File: src/rtl/exp_job_sequencer_pkg.sv
// rtl/exp_job_sequencer_pkg.sv - shared widths, watchdog limit and FSM encoding for exp_job_sequencer
package exp_job_sequencer_pkg;

    localparam int XW_DEFAULT = 16;
    localparam int RW_DEFAULT = 16;

    // WAIT_BUSY cycles with the engine still idle before the start pulse is reissued
    localparam int WD_LIMIT = 4;

    typedef enum logic [2:0] {
        ST_IDLE      = 3'd0,
        ST_START     = 3'd1,
        ST_WAIT_BUSY = 3'd2,
        ST_WAIT_DONE = 3'd3,
        ST_OUT       = 3'd4
    } seq_state_t;

endpackage

File: src/rtl/exp_job_sequencer_sync_fifo.sv
// rtl/exp_job_sequencer_sync_fifo.sv - single-clock FIFO with show-ahead head and occupancy count
module sync_fifo #(
    parameter int W     = 16,
    parameter int DEPTH = 4,
    parameter int CW    = $clog2(DEPTH) + 1
) (
    input  logic          clk,
    input  logic          rst,
    input  logic          push,
    input  logic          pop,
    input  logic [W-1:0]  din,
    output logic [W-1:0]  dout,
    output logic          full,
    output logic          empty,
    output logic [CW-1:0] count
);

    localparam int AW = $clog2(DEPTH);

    logic [W-1:0]  mem [DEPTH];
    logic [AW-1:0] wr_ptr;
    logic [AW-1:0] rd_ptr;

    assign dout  = mem[rd_ptr];
    assign full  = (count == CW'(DEPTH));
    assign empty = (count == '0);

    // Storage carries no reset; only the pointers and count define what is valid
    always_ff @(posedge clk) begin
        if (push) begin
            mem[wr_ptr] <= din;
        end
    end

    always_ff @(posedge clk) begin
        if (rst) begin
            wr_ptr <= '0;
            rd_ptr <= '0;
            count  <= '0;
        end else begin
            if (push) begin
                wr_ptr <= wr_ptr + AW'(1);
            end
            if (pop) begin
                rd_ptr <= rd_ptr + AW'(1);
            end
            if (push && !pop) begin
                count <= count + CW'(1);
            end else if (pop && !push) begin
                count <= count - CW'(1);
            end
        end
    end

endmodule

File: src/rtl/exp_job_sequencer.sv
// rtl/exp_job_sequencer.sv - buffers operands, runs one engine job at a time, streams results in order
module exp_job_sequencer
    import exp_job_sequencer_pkg::*;
#(
    parameter int XW    = XW_DEFAULT,
    parameter int RW    = RW_DEFAULT,
    parameter int DEPTH = 4,
    parameter int CW    = 3
) (
    input  logic          clk,
    input  logic          rst,
    input  logic          in_valid,
    input  logic [XW-1:0] in_x,
    output logic          in_ready,
    output logic          eng_start,
    output logic [XW-1:0] eng_x,
    input  logic          eng_ready,
    input  logic [RW-1:0] eng_result,
    output logic          out_valid,
    output logic [RW-1:0] out_result,
    input  logic          out_ready,
    output logic [CW-1:0] fifo_count,
    output logic          busy
);

    localparam int WDW = $clog2(WD_LIMIT);
    localparam logic [WDW-1:0] WD_LAST = WDW'(WD_LIMIT - 1);

    seq_state_t     state;
    logic [WDW-1:0] wd_cnt;
    logic           push;
    logic           pop;
    logic           fifo_full;
    logic           fifo_empty;
    logic [XW-1:0]  fifo_head;

    assign in_ready = !fifo_full;
    assign push     = in_valid && in_ready;
    assign pop      = (state == ST_IDLE) && !fifo_empty && eng_ready;
    assign busy     = (state != ST_IDLE);

    sync_fifo #(
        .W     (XW),
        .DEPTH (DEPTH),
        .CW    (CW)
    ) u_fifo (
        .clk   (clk),
        .rst   (rst),
        .push  (push),
        .pop   (pop),
        .din   (in_x),
        .dout  (fifo_head),
        .full  (fifo_full),
        .empty (fifo_empty),
        .count (fifo_count)
    );

    // eng_start defaults low every cycle so it can never be held for two cycles
    always_ff @(posedge clk) begin
        if (rst) begin
            state      <= ST_IDLE;
            wd_cnt     <= '0;
            eng_start  <= 1'b0;
            eng_x      <= '0;
            out_valid  <= 1'b0;
            out_result <= '0;
        end else begin
            eng_start <= 1'b0;
            case (state)
                ST_IDLE: begin
                    if (pop) begin
                        eng_x     <= fifo_head;
                        eng_start <= 1'b1;
                        state     <= ST_START;
                    end
                end
                ST_START: begin
                    wd_cnt <= '0;
                    state  <= ST_WAIT_BUSY;
                end
                ST_WAIT_BUSY: begin
                    if (!eng_ready) begin
                        state <= ST_WAIT_DONE;
                    end else if (wd_cnt == WD_LAST) begin
                        eng_start <= 1'b1;
                        state     <= ST_START;
                    end else begin
                        wd_cnt <= wd_cnt + WDW'(1);
                    end
                end
                ST_WAIT_DONE: begin
                    if (eng_ready) begin
                        out_result <= eng_result;
                        out_valid  <= 1'b1;
                        state      <= ST_OUT;
                    end
                end
                ST_OUT: begin
                    if (out_ready) begin
                        out_valid <= 1'b0;
                        state     <= ST_IDLE;
                    end
                end
                default: state <= ST_IDLE;
            endcase
        end
    end

endmodule

File: config.mk
export PLATFORM = sky130hd
export DESIGN_NAME = exp_job_sequencer
export DESIGN_NICKNAME = d
export VERILOG_FILES = /design/src/rtl/exp_job_sequencer_pkg.sv /design/src/rtl/exp_job_sequencer_sync_fifo.sv /design/src/rtl/exp_job_sequencer.sv
export SDC_FILE = /design/constraint.sdc
export NUM_CORES = 1
export LEC_CHECK = 0
export ABC_AREA = 0
export CAP_MARGIN = 5
export CORE_UTILIZATION = 46
export CTS_BUF_LIST = sky130_fd_sc_hd__clkbuf_8
export DETAILED_ROUTE_END_ITERATION = 8
export PLACE_DENSITY = 0.69
export SETUP_SLACK_MARGIN = 0.02
export SYNTH_ARGS = -nofsm -noshare
export SYNTH_HDL_FRONTEND = slang
export SYNTH_SLANG_ARGS = --single-unit
File: constraint.sdc
create_clock -name clk -period 3.9 [get_ports clk]
set_input_delay 0.78 -clock clk [delete_from_list [all_inputs] [get_ports clk]]
set_output_delay 0.78 -clock clk [all_outputs]
set_load 0.01 [all_outputs]
### After elaboration in Yosys (flattened, before gate mapping)

Memories as Yosys holds them, arrays and structs flattened. A register that Yosys moved wholly into a read port is not among the register bits.
Cells that the tools add are included.

| word-level totals | value |
|---|---|
| bits of input ports | 37 |
| memories kept | 1 |
| register bits | 30 |
| output and inout bits | 39 |
| memory bits (writable) | 64 |

| operators by class | value |
|---|---|
| $add $sub $neg | 5 |
| reductions and logical operators | 20 |
| mux-type cells | 20 |
| equal/unequal tests | 12 |

Memories:

| memory | depth | width | read ports | clocked after memory_dff | wr ports | RTL line | source |
|---|---|---|---|---|---|---|---|
| u_fifo.mem | 4 | 16 | 1 | 1 | 1 | exp_job_sequencer_sync_fifo.sv:20 | `logic [W-1:0] mem [DEPTH];` |

Operators with widths:

| kind | number |
|---|---|
| 2-to-1 mux 3 bit | 7 |
| case mux 3 bit (5 select lines) | 1 |
| != test 2 bit (second input constant) | 4 |
| 2-to-1 mux 1 bit | 7 |
| adder 2 x 1 -> 2 bit (second input constant) | 3 |
| == test 3 x 2 -> 1 bit (second input constant) | 2 |
| == test 3 bit (second input constant) | 2 |
| logical NOT 3 bit | 2 |
| AND reduction 3 bit | 2 |
| nonzero test 2 bit | 3 |
| logical AND 1 bit | 5 |
| logical NOT 1 bit | 4 |
| 2-to-1 mux 2 bit | 2 |
| case mux 1 bit (2 select lines) | 2 |
| case mux 2 bit (2 select lines) | 1 |
| AND reduction 2 bit | 2 |
| AND reduction 4 bit | 1 |
| adder 3 x 1 -> 3 bit (second input constant) | 1 |
| == test 3 x 1 -> 1 bit (second input constant) | 1 |
| != test 3 bit (second input constant) | 1 |
| nonzero test 3 bit | 1 |
| subtractor 3 x 1 -> 3 bit (second input constant) | 1 |
| == test 2 bit (second input constant) | 1 |
| != test 2 x 1 -> 1 bit (second input constant) | 1 |

### Logic depth before layout (Yosys ltp)

| depth | value |
|---|---|
| depth after elaboration | 7 |
| depth in mapped cells | 9 |
| mapped depth without buffers | 8 |

### Hierarchy

A second synthesis with hierarchy kept.

| unflattened totals | value |
|---|---|
| cell total of the unflattened synthesis | 313 |
| area, all modules | 4486.8 µm² |

Modules (own cells, without submodules):

| module | area each (µm²) | instances | cells each |
|---|---|---|---|
| sync_fifo | 2775.2 | 1 | 128 |
| exp_job_sequencer | 1711.6 | 1 | 185 |

### Worst setup path before layout

No wires, ideal clock.

| timing | value |
|---|---|
| path type | input to register |
| start | input port eng_ready |
| end | register u_fifo.count[2] |
| required time | 3.830 ns |
| data arrival time | 2.318 ns |
| setup time | 0.070 ns |
| setup slack | 1.512 ns |
| cell stages on the path | 9 |
| cells stage by stage | buf_2 > nor4b_4 > nand2_1 > ha_1 > inv_1 > fa_1 > xor2_1 > or3_1 > a21oi_1 |

| on the way | value |
|---|---|
| word-level cells in the longest chain between the ends | 4 |

Ends and longest elaborated chain:

| item | RTL line | source |
|---|---|---|
| from (decl) | exp_job_sequencer.sv:17 | `input logic eng_ready,` |
| logical AND 1 bit (*) | exp_job_sequencer.sv:39 | `assign pop = (state == ST_IDLE) && !fifo_empty && eng_ready;` |
| logical NOT 1 bit | exp_job_sequencer_sync_fifo.sv:47 | `if (push && !pop) begin` |
| logical AND 1 bit | exp_job_sequencer_sync_fifo.sv:47 |  |
| 2-to-1 mux 3 bit / nonzero test 2 bit (equally long branches) | - |  |
| to (signal assigned) | exp_job_sequencer_sync_fifo.sv:48 | `count <= count + CW'(1);` |
| to (signal assigned) | exp_job_sequencer_sync_fifo.sv:50 | `count <= count - CW'(1);` |
| to (decl) | exp_job_sequencer_sync_fifo.sv:15 | `output logic [CW-1:0] count` |

Mark *: on every way between the ends. The rest lies on a longest branch, timed or not.
A chain may end at the register's enable or synchronous reset.

### Final worst setup path

Same ends and word-level chain as after synthesis.

==> flow_summary.yaml <==
floorplanning:
  starting_density: 0.483
  top_level_ports: 76
  dieWidth_um: 98.4
  die_h_um: 98.4
  coreArea_mm2: 0.00885
  floorplan.die_area_mm2: 0.00967
  fp-row-count: 34
final_layout:
  final.fill_count: 717
  layout_commonest_cell: "clkdlybuf4s50_1"
  instances_no_fill: 497
  layout.cells.most_common_list: "74 x clkdlybuf4s50_1, 64 x edfxtp_1, 46 x dfxtp_1"
  area_delta_synth_final_pct: 24.3
  num-nets-final: 428
  antenna_cells_inserted: 0
  ratio_of_cells_with_drive_above_1_in_the_final_layout: 0.0977
synthesis:
  syn_area_per_cell_um2: 13.5
  synth_seq_area_share: 0.666
  yosysWarningCount: 0
  synth.net_count: 361
  synth.ff_latch_count: 110
  synth_area_mm2: 0.00427
  synthesis.instances: 317
  synth_cell_type_count: 35
route:
  routed_wire_length_mm: 8.00
  post-route-drc-count: 9
  antenna_violating_nets_post_route: 0
  via_count_of_the_routed_design: 2654
  detailedRoute.firstIterationViolations: 133
  dr_pass1_iterations: 8
  post_dr_wirelength_cell_um: 16.1
  viasPerCell: 5.34
clock_tree:
  cts_max_level: 3
  clock_tree.buffer_depth: 2
  clk_root_buffer_cell: "clkbuf_8"
  clock_latency_ns: 0.36
  clk_pin_slew_worst_paths_ns: 0.10
  number_of_buffers_added_by_the_clock_tree_synthesis_step: 9
  postCtsHoldBufs: 0
  postCtsResizedCells: 0
  cts_tree: "done"
  post-cts-setup-buffers: 0
  tritoncts_num_sinks: 110
worst_setup_path:
  crit_slowest_cell: "clkdlybuf4s50_1"
  worstPathRequired_ns: 4.19
  cp-start-kind: "primary input"
  cp_cell_sequence: "clkdlybuf4s50_1 > nor4b_4 > buf_4 > nand2_1 > ha_1 > inv_1 > fa_1 > xor2_1 > or3_1 > a21oi_1"
  critical_path_type: "primary input to register"
  critical_path_peak_fanout: 18
  worst_setup_path_end_kind: "register"
  worst_path_largest_cell_delay_ns: 0.55
  crit_path_arrival_time_ns: 3.10
  timing.reg2reg.setup_slack_ns: 1.37
timing:
  finClkSkew_ns: 0.00543
  setup-violations-final: 0
  tightestPinTransition_ns: 1.05
  final-hold-violation-count: 0
  max_slew_margin: 0.292
  unrepaired_setup_endpoints_after_global_routing: "false"
  maxSlewViolCount: 0
  maxClockFrequency_ghz: 0.356
  finalWorstPathRequiredPeriod_ns: 2.81
  timing.final.crit_share: 0.720
  setup-tns-final_ns: 0
grt:
  number_of_global_route_vias_before_repair: 2572
  maximum_number_of_pins_on_one_net_before_global_route_repair: 50
  grt_util_all_layers: 0.174
  wire_length_of_the_first_global_routing_pass_mm: 12.8
  grt_remaining_overflow: 0
  antenna_found_initial: 0
power:
  switching_share: 0.287
  power_density_mw_per_mm2: 580
  pwr-share-seq: 0.476
  share_comb_of_total_power: 0.270
  power.leakage_uw: 0.00175
  internal-power_uw: 2190
  p_sw_uw: 885
  clockPowerShare: 0.254
  ir_drop_mv: 0.252
status:
  run_status: "finished, violations left"
  failed_checks: "design-rule violations"
flow_run:
  maxCapViolations: 0
placed_design:
  detailedPlacementHpwl_mm: 5.10
  dp.cells: 481
  io_buffer_count: 75
  finalWeightedCongestion: 0.719
min_path:
  min_path_type: "register to register"
## path summary, 6_finish.rpt
kind	startpoint	to	cells past startpoint
max	eng_ready	u_fifo.count[2]	10
min	out_result[15]	out_result[15]	2
max reg2reg	u_fifo.count[0]	u_fifo.count[2]	8
min reg2reg	out_result[15]	out_result[15]	2
## layer usage
metal  share of wire  GRT usage
met2            0.50      0.287
met1            0.44      0.224
met4          0.0034     0.0528
met5               0          0
met3           0.063     0.0487
## critical path, delay by kind of cell
| kind | cells | cell delay (ns) |
|---|---|---|
| xor+xnor | 1 | 0.16 |
| simple gates | 3 | 0.62 |
| buf+inv | 3 | 0.83 |
| compound gates | 1 | 0.13 |
| fa+ha+maj | 2 | 0.57 |
## kinds of logic (layout without fill, tap and decap cells)
kind of cell	count (synthesis)	count (layout)	synth area share
compound gates	65	65	0.0776
xor+xnor	2	2	0.00410
fa+ha+maj	7	7	0.0223
buf+inv	28	100	0.0287
flops	110	110	0.666
mux	20	20	0.0941
simple gates	85	85	0.108
## power by group through the flow
| stage | Sequential, uW | Combinational [uW] | Clock (uW) |
|---|---|---|---|
| detailed placement | 1490 | 831 | 0 |
| floorplan | 1480 | 512 | 0 |
| global placement | 1490 | 815 | 0 |
| CTS | 1470 | 839 | 802 |
| global route | 1480 | 911 | 849 |
| finish | 1460 | 830 | 783 |
## layout make-up
type | instances | area, um^2 | area share
timing repair buffer | 78 | 768 | 0.145
inverter | 6 | 22.5 | 0.00424
clock inverter | 7 | 111 | 0.0210
sequential | 110 | 2840 | 0.535
clock buffer | 9 | 124 | 0.0233
multi-input combinational | 179 | 1310 | 0.246
tap | 108 | 135 | 0.0255
## stage by stage
step | utilization | total power [uW] | instance area (um^2) | hold slack, ns | worst slack, ns
after floorplan | - | 1990 | 4270 | 0.453 | 1.51
after global placement | 0.573 | 2300 | 5070 | 0.441 | 0.828
after detailed placement | 0.573 | 2320 | 5070 | 0.446 | 0.750
after CTS | 0.600 | 3110 | 5310 | 0.460 | 1.13
after global routing | 0.600 | 3240 | 5310 | 0.482 | 1.04
final | 0.600 | 3080 | 5310 | 0.457 | 1.09
## cell usage after synthesis
cell | number | area [um^2]
inv_1 | 6 | 22.5
a21oi_1 | 41 | 205
and2b_1 | 1 | 7.51
buf_4 | 1 | 7.51
or4b_1 | 2 | 20.0
nand3_1 | 20 | 100
edfxtp_1 | 64 | 1920
mux4_2 | 16 | 360
a2111oi_0 | 1 | 8.76
mux2i_1 | 3 | 30.0
dfxtp_1 | 46 | 921
and4b_2 | 1 | 11.3
nor4b_4 | 1 | 23.8
o21ai_0 | 22 | 110
or3_1 | 5 | 31.3
a211oi_1 | 1 | 7.51
nand4b_1 | 1 | 8.76
clkbuf_1 | 15 | 56.3
buf_2 | 5 | 25.0
ha_1 | 6 | 75.1
mux2_2 | 1 | 11.3
nand2_1 | 34 | 128
buf_6 | 1 | 11.3
xor2_1 | 2 | 17.5
nor3_1 | 2 | 10.0
nand3b_1 | 1 | 7.51
nand2b_1 | 3 | 18.8
or4b_2 | 1 | 10.0
fa_1 | 1 | 20.0
nand4bb_1 | 1 | 11.3
or4bb_1 | 1 | 11.3
nor2_1 | 4 | 15.0
nor3b_1 | 1 | 7.51
nor2b_1 | 2 | 12.5
and3_1 | 4 | 25.0
## flip-flops by register name, indices dropped and copies added, names as in the netlist, 2 cells and up
signal and count:
u_fifo.mem 64, eng_x 16, out_result 16, state 3, u_fifo.count 3, u_fifo.rd_ptr 2, u_fifo.wr_ptr 2, wd_cnt 2
Power figures use the tool's default switching activity.
